--- config.mk ---
export PLATFORM = sky130hd
export DESIGN_NAME = systolic_tile_controller
export DESIGN_NICKNAME = d
export VERILOG_FILES = /design/src/rtl/systolic_tile_controller.sv
export SDC_FILE = /design/constraint.sdc
export NUM_CORES = 1
export LEC_CHECK = 0
export BUFFER_PORTS_ARGS = -buffer_cell sky130_fd_sc_hd__buf_4
export CORE_MARGIN = 5
export CORE_UTILIZATION = 57
export DETAILED_ROUTE_END_ITERATION = 12
export PLACE_DENSITY = 0.89
export SYNTH_ARGS = -nofsm -noshare
export SYNTH_HDL_FRONTEND = slang
export SYNTH_SLANG_ARGS = --single-unit
--- constraint.sdc ---
create_clock -name clk -period 2.55 [get_ports clk]
set_clock_uncertainty 0.05 [all_clocks]
set_input_delay 0.1275 -clock clk [delete_from_list [all_inputs] [get_ports clk]]
set_output_delay 0.1275 -clock clk [all_outputs]
set_load 0.05 [all_outputs]
--- src/rtl/systolic_tile_controller.sv ---
// rtl/systolic_tile_controller.sv - control sequencer for one weight-stationary systolic tile job
//
// Sequences one matrix-tile job: load N input rows into the skew buffer,
// stream them through the array, drain the reverse-skew buffer, then hand
// N result rows downstream. Holds only the FSM and its counters.
//
// Optional feature macro: STC_PERF_CNT_EN adds perf_cycles/stall_cycles.
//
// Ports:
//   clk, rst        clock, synchronous active-high reset
//   start           job request, honoured only while idle
//   busy, done      job in progress / one-cycle completion pulse
//   a_valid/a_ready input row stream handshake
//   skew_write, skew_row_ptr, skew_enable   input skew buffer control
//   array_clear     PE accumulator clear (held through the load phase)
//   rsb_enable, rsb_write, rsb_read         reverse-skew buffer control
//   out_valid/out_ready                     result row stream handshake
//   perf_cycles, stall_cycles               (STC_PERF_CNT_EN only) job statistics
module systolic_tile_controller #(
  parameter int ARRAY_SIZE     = 8,
  parameter int COMPUTE_CYCLES = 3 * ARRAY_SIZE - 2,
  parameter int DRAIN_CYCLES   = 2 * ARRAY_SIZE - 1
) (
  input  logic                          clk,
  input  logic                          rst,
  input  logic                          start,
  output logic                          busy,
  output logic                          done,
  input  logic                          a_valid,
  output logic                          a_ready,
  output logic                          skew_write,
  output logic [$clog2(ARRAY_SIZE)-1:0] skew_row_ptr,
  output logic                          skew_enable,
  output logic                          array_clear,
  output logic                          rsb_enable,
  output logic                          rsb_write,
  output logic                          rsb_read,
  output logic                          out_valid,
  input  logic                          out_ready
`ifdef STC_PERF_CNT_EN
  ,
  output logic [31:0]                   perf_cycles,
  output logic [31:0]                   stall_cycles
`endif
);

  localparam int CW        = $clog2(ARRAY_SIZE);
  localparam int PHASE_MAX = (COMPUTE_CYCLES > DRAIN_CYCLES) ? COMPUTE_CYCLES : DRAIN_CYCLES;
  localparam int PW        = $clog2(PHASE_MAX + 1);

  localparam logic [CW-1:0] LAST_ROW     = CW'(ARRAY_SIZE - 1);
  localparam logic [PW-1:0] LAST_COMPUTE = PW'(COMPUTE_CYCLES - 1);
  localparam logic [PW-1:0] LAST_DRAIN   = PW'(DRAIN_CYCLES - 1);

  typedef enum logic [2:0] {
    S_IDLE,
    S_LOAD,
    S_STREAM,
    S_DRAIN,
    S_OUTPUT
  } state_t;

  state_t        state, state_next;
  logic [CW-1:0] load_cnt, load_cnt_next;
  logic [CW-1:0] out_cnt, out_cnt_next;
  logic [PW-1:0] phase_cnt, phase_cnt_next;
  logic          done_q, done_next;

  always_ff @(posedge clk) begin
    if (rst) begin
      state     <= S_IDLE;
      load_cnt  <= '0;
      out_cnt   <= '0;
      phase_cnt <= '0;
      done_q    <= 1'b0;
    end else begin
      state     <= state_next;
      load_cnt  <= load_cnt_next;
      out_cnt   <= out_cnt_next;
      phase_cnt <= phase_cnt_next;
      done_q    <= done_next;
    end
  end

  always_comb begin
    state_next     = state;
    load_cnt_next  = load_cnt;
    out_cnt_next   = out_cnt;
    phase_cnt_next = phase_cnt;
    done_next      = 1'b0;
    a_ready        = 1'b0;
    skew_row_ptr   = '0;
    skew_enable    = 1'b0;
    array_clear    = 1'b0;
    rsb_enable     = 1'b0;
    rsb_write      = 1'b0;
    rsb_read       = 1'b0;
    out_valid      = 1'b0;

    case (state)
      S_IDLE: begin
        if (start) begin
          state_next     = S_LOAD;
          load_cnt_next  = '0;
          out_cnt_next   = '0;
          phase_cnt_next = '0;
        end
      end
      S_LOAD: begin
        a_ready      = 1'b1;
        array_clear  = 1'b1;
        skew_row_ptr = load_cnt;
        if (a_valid) begin
          if (load_cnt == LAST_ROW) begin
            state_next     = S_STREAM;
            load_cnt_next  = '0;
            phase_cnt_next = '0;
          end else begin
            load_cnt_next = load_cnt + 1'b1;
          end
        end
      end
      S_STREAM: begin
        skew_enable = 1'b1;
        if (phase_cnt == LAST_COMPUTE) begin
          state_next     = S_DRAIN;
          phase_cnt_next = '0;
        end else begin
          phase_cnt_next = phase_cnt + 1'b1;
        end
      end
      S_DRAIN: begin
        rsb_enable = 1'b1;
        rsb_write  = 1'b1;
        if (phase_cnt == LAST_DRAIN) begin
          state_next     = S_OUTPUT;
          phase_cnt_next = '0;
          out_cnt_next   = '0;
        end else begin
          phase_cnt_next = phase_cnt + 1'b1;
        end
      end
      S_OUTPUT: begin
        out_valid = 1'b1;
        rsb_read  = out_ready;
        if (out_ready) begin
          if (out_cnt == LAST_ROW) begin
            state_next   = S_IDLE;
            out_cnt_next = '0;
            done_next    = 1'b1;
          end else begin
            out_cnt_next = out_cnt + 1'b1;
          end
        end
      end
      default: begin
        state_next = S_IDLE;
      end
    endcase

    // Outputs are forced low while rst is asserted so an aborted job cannot
    // leave a buffer strobe active during the reset cycle itself.
    if (rst) begin
      a_ready      = 1'b0;
      skew_row_ptr = '0;
      skew_enable  = 1'b0;
      array_clear  = 1'b0;
      rsb_enable   = 1'b0;
      rsb_write    = 1'b0;
      rsb_read     = 1'b0;
      out_valid    = 1'b0;
    end
  end

  assign skew_write = a_valid & a_ready;
  assign busy       = (state != S_IDLE) & ~rst;
  assign done       = done_q & ~rst;

`ifdef STC_PERF_CNT_EN
  logic [31:0] perf_q;
  logic [31:0] stall_q;
  logic        stall_now;

  assign stall_now = ((state == S_LOAD) & ~a_valid) | ((state == S_OUTPUT) & ~out_ready);

  // perf_q is loaded with 1 on the accepting edge so that the value seen in
  // the done cycle already includes that cycle; it stops counting in IDLE,
  // which latches the result until the next job starts.
  always_ff @(posedge clk) begin
    if (rst) begin
      perf_q  <= '0;
      stall_q <= '0;
    end else if ((state == S_IDLE) && start) begin
      perf_q  <= 32'd1;
      stall_q <= '0;
    end else begin
      if ((state != S_IDLE) && (perf_q != '1)) begin
        perf_q <= perf_q + 32'd1;
      end
      if (stall_now && (stall_q != '1)) begin
        stall_q <= stall_q + 32'd1;
      end
    end
  end

  assign perf_cycles  = rst ? '0 : perf_q;
  assign stall_cycles = rst ? '0 : stall_q;
`endif

endmodule

==> impl_metrics.json <==
{
  "num-fill-cells": 123,
  "crit_required_ns": 2.37,
  "cts_setup_buffers": 0,
  "clkLatencyLatePin_ns": 0.28,
  "power.share.sequential": 0.566,
  "io_pins": 18,
  "ys_warn_count": 0,
  "crit_type": "register to primary output",
  "cp.arrival_ns": 1.67,
  "num-nets-final": 142,
  "hp-class": "input port to register",
  "placed_cells": 141,
  "timing.slew.headroom": 0.596,
  "initial_core_util": 0.606,
  "drt-initial-drc-count": 33,
  "fin_cells": 145,
  "cts_resized": 0,
  "grt_pass1_vias": 873,
  "grtUsageTotal": 0.182,
  "fmax_mhz": 540,
  "clk_pin_slew_worst_paths_ns": 0.09,
  "portBuffers": 17,
  "slew_violations": 0,
  "synthCells": 115,
  "synth_fp_nets": 127,
  "startpoint_type": "register",
  "grt_overflow": 0,
  "hold_violations": 0,
  "slowest_delay_ns": 0.43,
  "netSwitchingFraction": 0.264,
  "post_drt_wl_per_cell_um": 14.2,
  "numCtsBuffers": 3,
  "synth_common_cells": "nand2_1, dfxtp_1, a21oi_1, ha_1, nor2_1",
  "ys_async_sr_fraction": 0,
  "ys_ff_latch": 15,
  "path_max_fanout": 11,
  "synth_top_area_cell": "dfxtp_1",
  "ys_seq_area_frac": 0.329,
  "path_cells": "nor2_1 -> nand2_1 -> nor2_1 -> and2_1 -> buf_4",
  "place_congestion": 0.770,
  "dieHeight_um": 50.0,
  "synthTopCellsByArea": "dfxtp_1, ha_1, nand2_1, mux2i_1, and2_1",
  "synth_cell_type_count": 34,
  "drive_gt1_frac": 0.171,
  "cts_sinks": 15,
  "synth.avg_cell_area_um2": 7.94,
  "cts.path.max_buffers": 2,
  "worst_pin_slew_ns": 0.600,
  "endpoint_kind": "primary output",
  "crit_top_cell": "nor2_1",
  "fin_crit_ns": 1.85,
  "ir_drop_uv": 323,
  "hold_buffers": 0,
  "dr.pass1.iters": 4,
  "remaining_drc_errors": 0,
  "diodes": 0,
  "critPathSlowestCell": "dfxtp_1",
  "grt_max_degree": 17,
  "syn_to_final_growth_pct": 14.4,
  "die_w_um": 50.0,
  "intPower_uw": 316,
  "ant_nets": 0,
  "max_cap_viol_count": 0,
  "synth_edf_count": 0,
  "ys.flop_type": "dfxtp_1",
  "p_leak_nw": 0.429,
  "cts_tree": "done",
  "fin_setup_tns_ns": 0,
  "fp.coreArea_um2": 1510,
  "switchingPower_uw": 113,
  "status": "finished, final reports clean",
  "dp_hpwl_um": 1570,
  "yosysMostFrequentCell": "nand2_1",
  "antenna_found_initial": 0,
  "powerDensity_nw_per_um2": 410,
  "synth_top_area_share": 0.329,
  "cts_root_buf": "clkbuf_4",
  "cts_max_level": 1,
  "power_frac_comb": 0.116,
  "p_clk_frac": 0.318,
  "period_share": 0.726,
  "grt_setup_unrepaired": "false",
  "rows": 14,
  "die_area_um2": 2500,
  "finalSetupViolCount": 0,
  "vias": 862,
  "grt_pass1_wl_um": 3680,
  "syn-cell-area_um2": 913,
  "wl_um": 2060,
  "viasPerCell": 5.94
}
worst max-delay path, delay by kind of cell (launching register included):
kind	cells	cell delay [ns]
DFF	1	0.43
buffers and inverters	1	0.19
and+or+nand+nor	4	0.76
registers in the layout, indices dropped and copies added, names as in the netlist:
register   flops
load_cnt       3
phase_cnt      5
out_cnt        3
state          3
done_q         1
kinds of logic (layout without fill, tap and decap cells):
logic type | Yosys count | in the layout | share of synthesized area
muxes | 5 | 5 | 0.0562
buffers and inverters | 13 | 27 | 0.0712
adders and majority gates | 7 | 7 | 0.0959
xor gates and xnor gates | 1 | 1 | 0.00959
and+or+nand+nor | 55 | 55 | 0.304
AOI/OAI and AO/OA | 19 | 19 | 0.134
DFF | 15 | 15 | 0.329
cells in the final DEF, fill, tap and decap left out, types with 2 or more instances in the layout:
| master | count |
|---|---|
| a21oi_1 | 7 |
| and2_1 | 6 |
| and3_1 | 3 |
| buf_4 | 17 |
| clkbuf_4 | 3 |
| dfxtp_1 | 15 |
| ha_1 | 7 |
| inv_1 | 6 |
| mux2i_1 | 4 |
| nand2_1 | 18 |
| nand2b_1 | 2 |
| nand3_1 | 4 |
| nand4_1 | 2 |
| nor2_1 | 7 |
| nor3_1 | 4 |
| o21ai_0 | 2 |
| o22ai_1 | 2 |
| or3_1 | 4 |
area by class of cell:
type	instances	area (um^2)	area share
well taps	16	20.0	0.0192
flip-flops and latches	15	300	0.287
inverters	6	22.5	0.0216
multi-input cells	87	548	0.525
repair buffers	17	128	0.122
clock buffers	4	26.3	0.0251
final timing paths:
path | from | end | slack [ns] | cells after the start
setup / recovery | state[2] | skew_row_ptr[0] | 0.70 | 5
hold / removal | out_ready | done_q | 0.05 | 2
setup reg to reg | state[0] | out_cnt[0] | 0.80 | 4
hold reg to reg | out_cnt[2] | out_cnt[2] | 0.43 | 2
stage by stage:
step	cell area, um^2	hold WS (ns)	util	total power [mW]	setup WS, ns
3_5_place_dp	1020	0.343	0.676	0.298	0.851
2_1_floorplan	913	0.161	-	0.281	0.397
6_report	1040	0.0503	0.694	0.429	0.699
5_1_grt	1040	0.0535	0.694	0.455	0.502
3_3_place_gp	1020	0.337	0.676	0.296	0.918
4_1_cts	1040	0.0402	0.694	0.433	0.676
power groups by stage:
stage | sequential [mW] | combinational, mW | clock [mW]
after floorplan | 0.245 | 0.0364 | 0
after global placement | 0.248 | 0.0483 | 0
after detailed placement | 0.248 | 0.0497 | 0
after CTS | 0.242 | 0.0499 | 0.141
after global routing | 0.244 | 0.0540 | 0.157
final | 0.243 | 0.0496 | 0.136
metal layers:
layer	global-route usage	vias up	part of all wire
li1	-	432	-
met1	0.211	382	0.41
met2	0.308	39	0.50
met3	0.0361	9	0.064
met4	0.0961	0	0.027
met5	0	-	0
No activity file was read; power rests on OpenSTA's default activity.
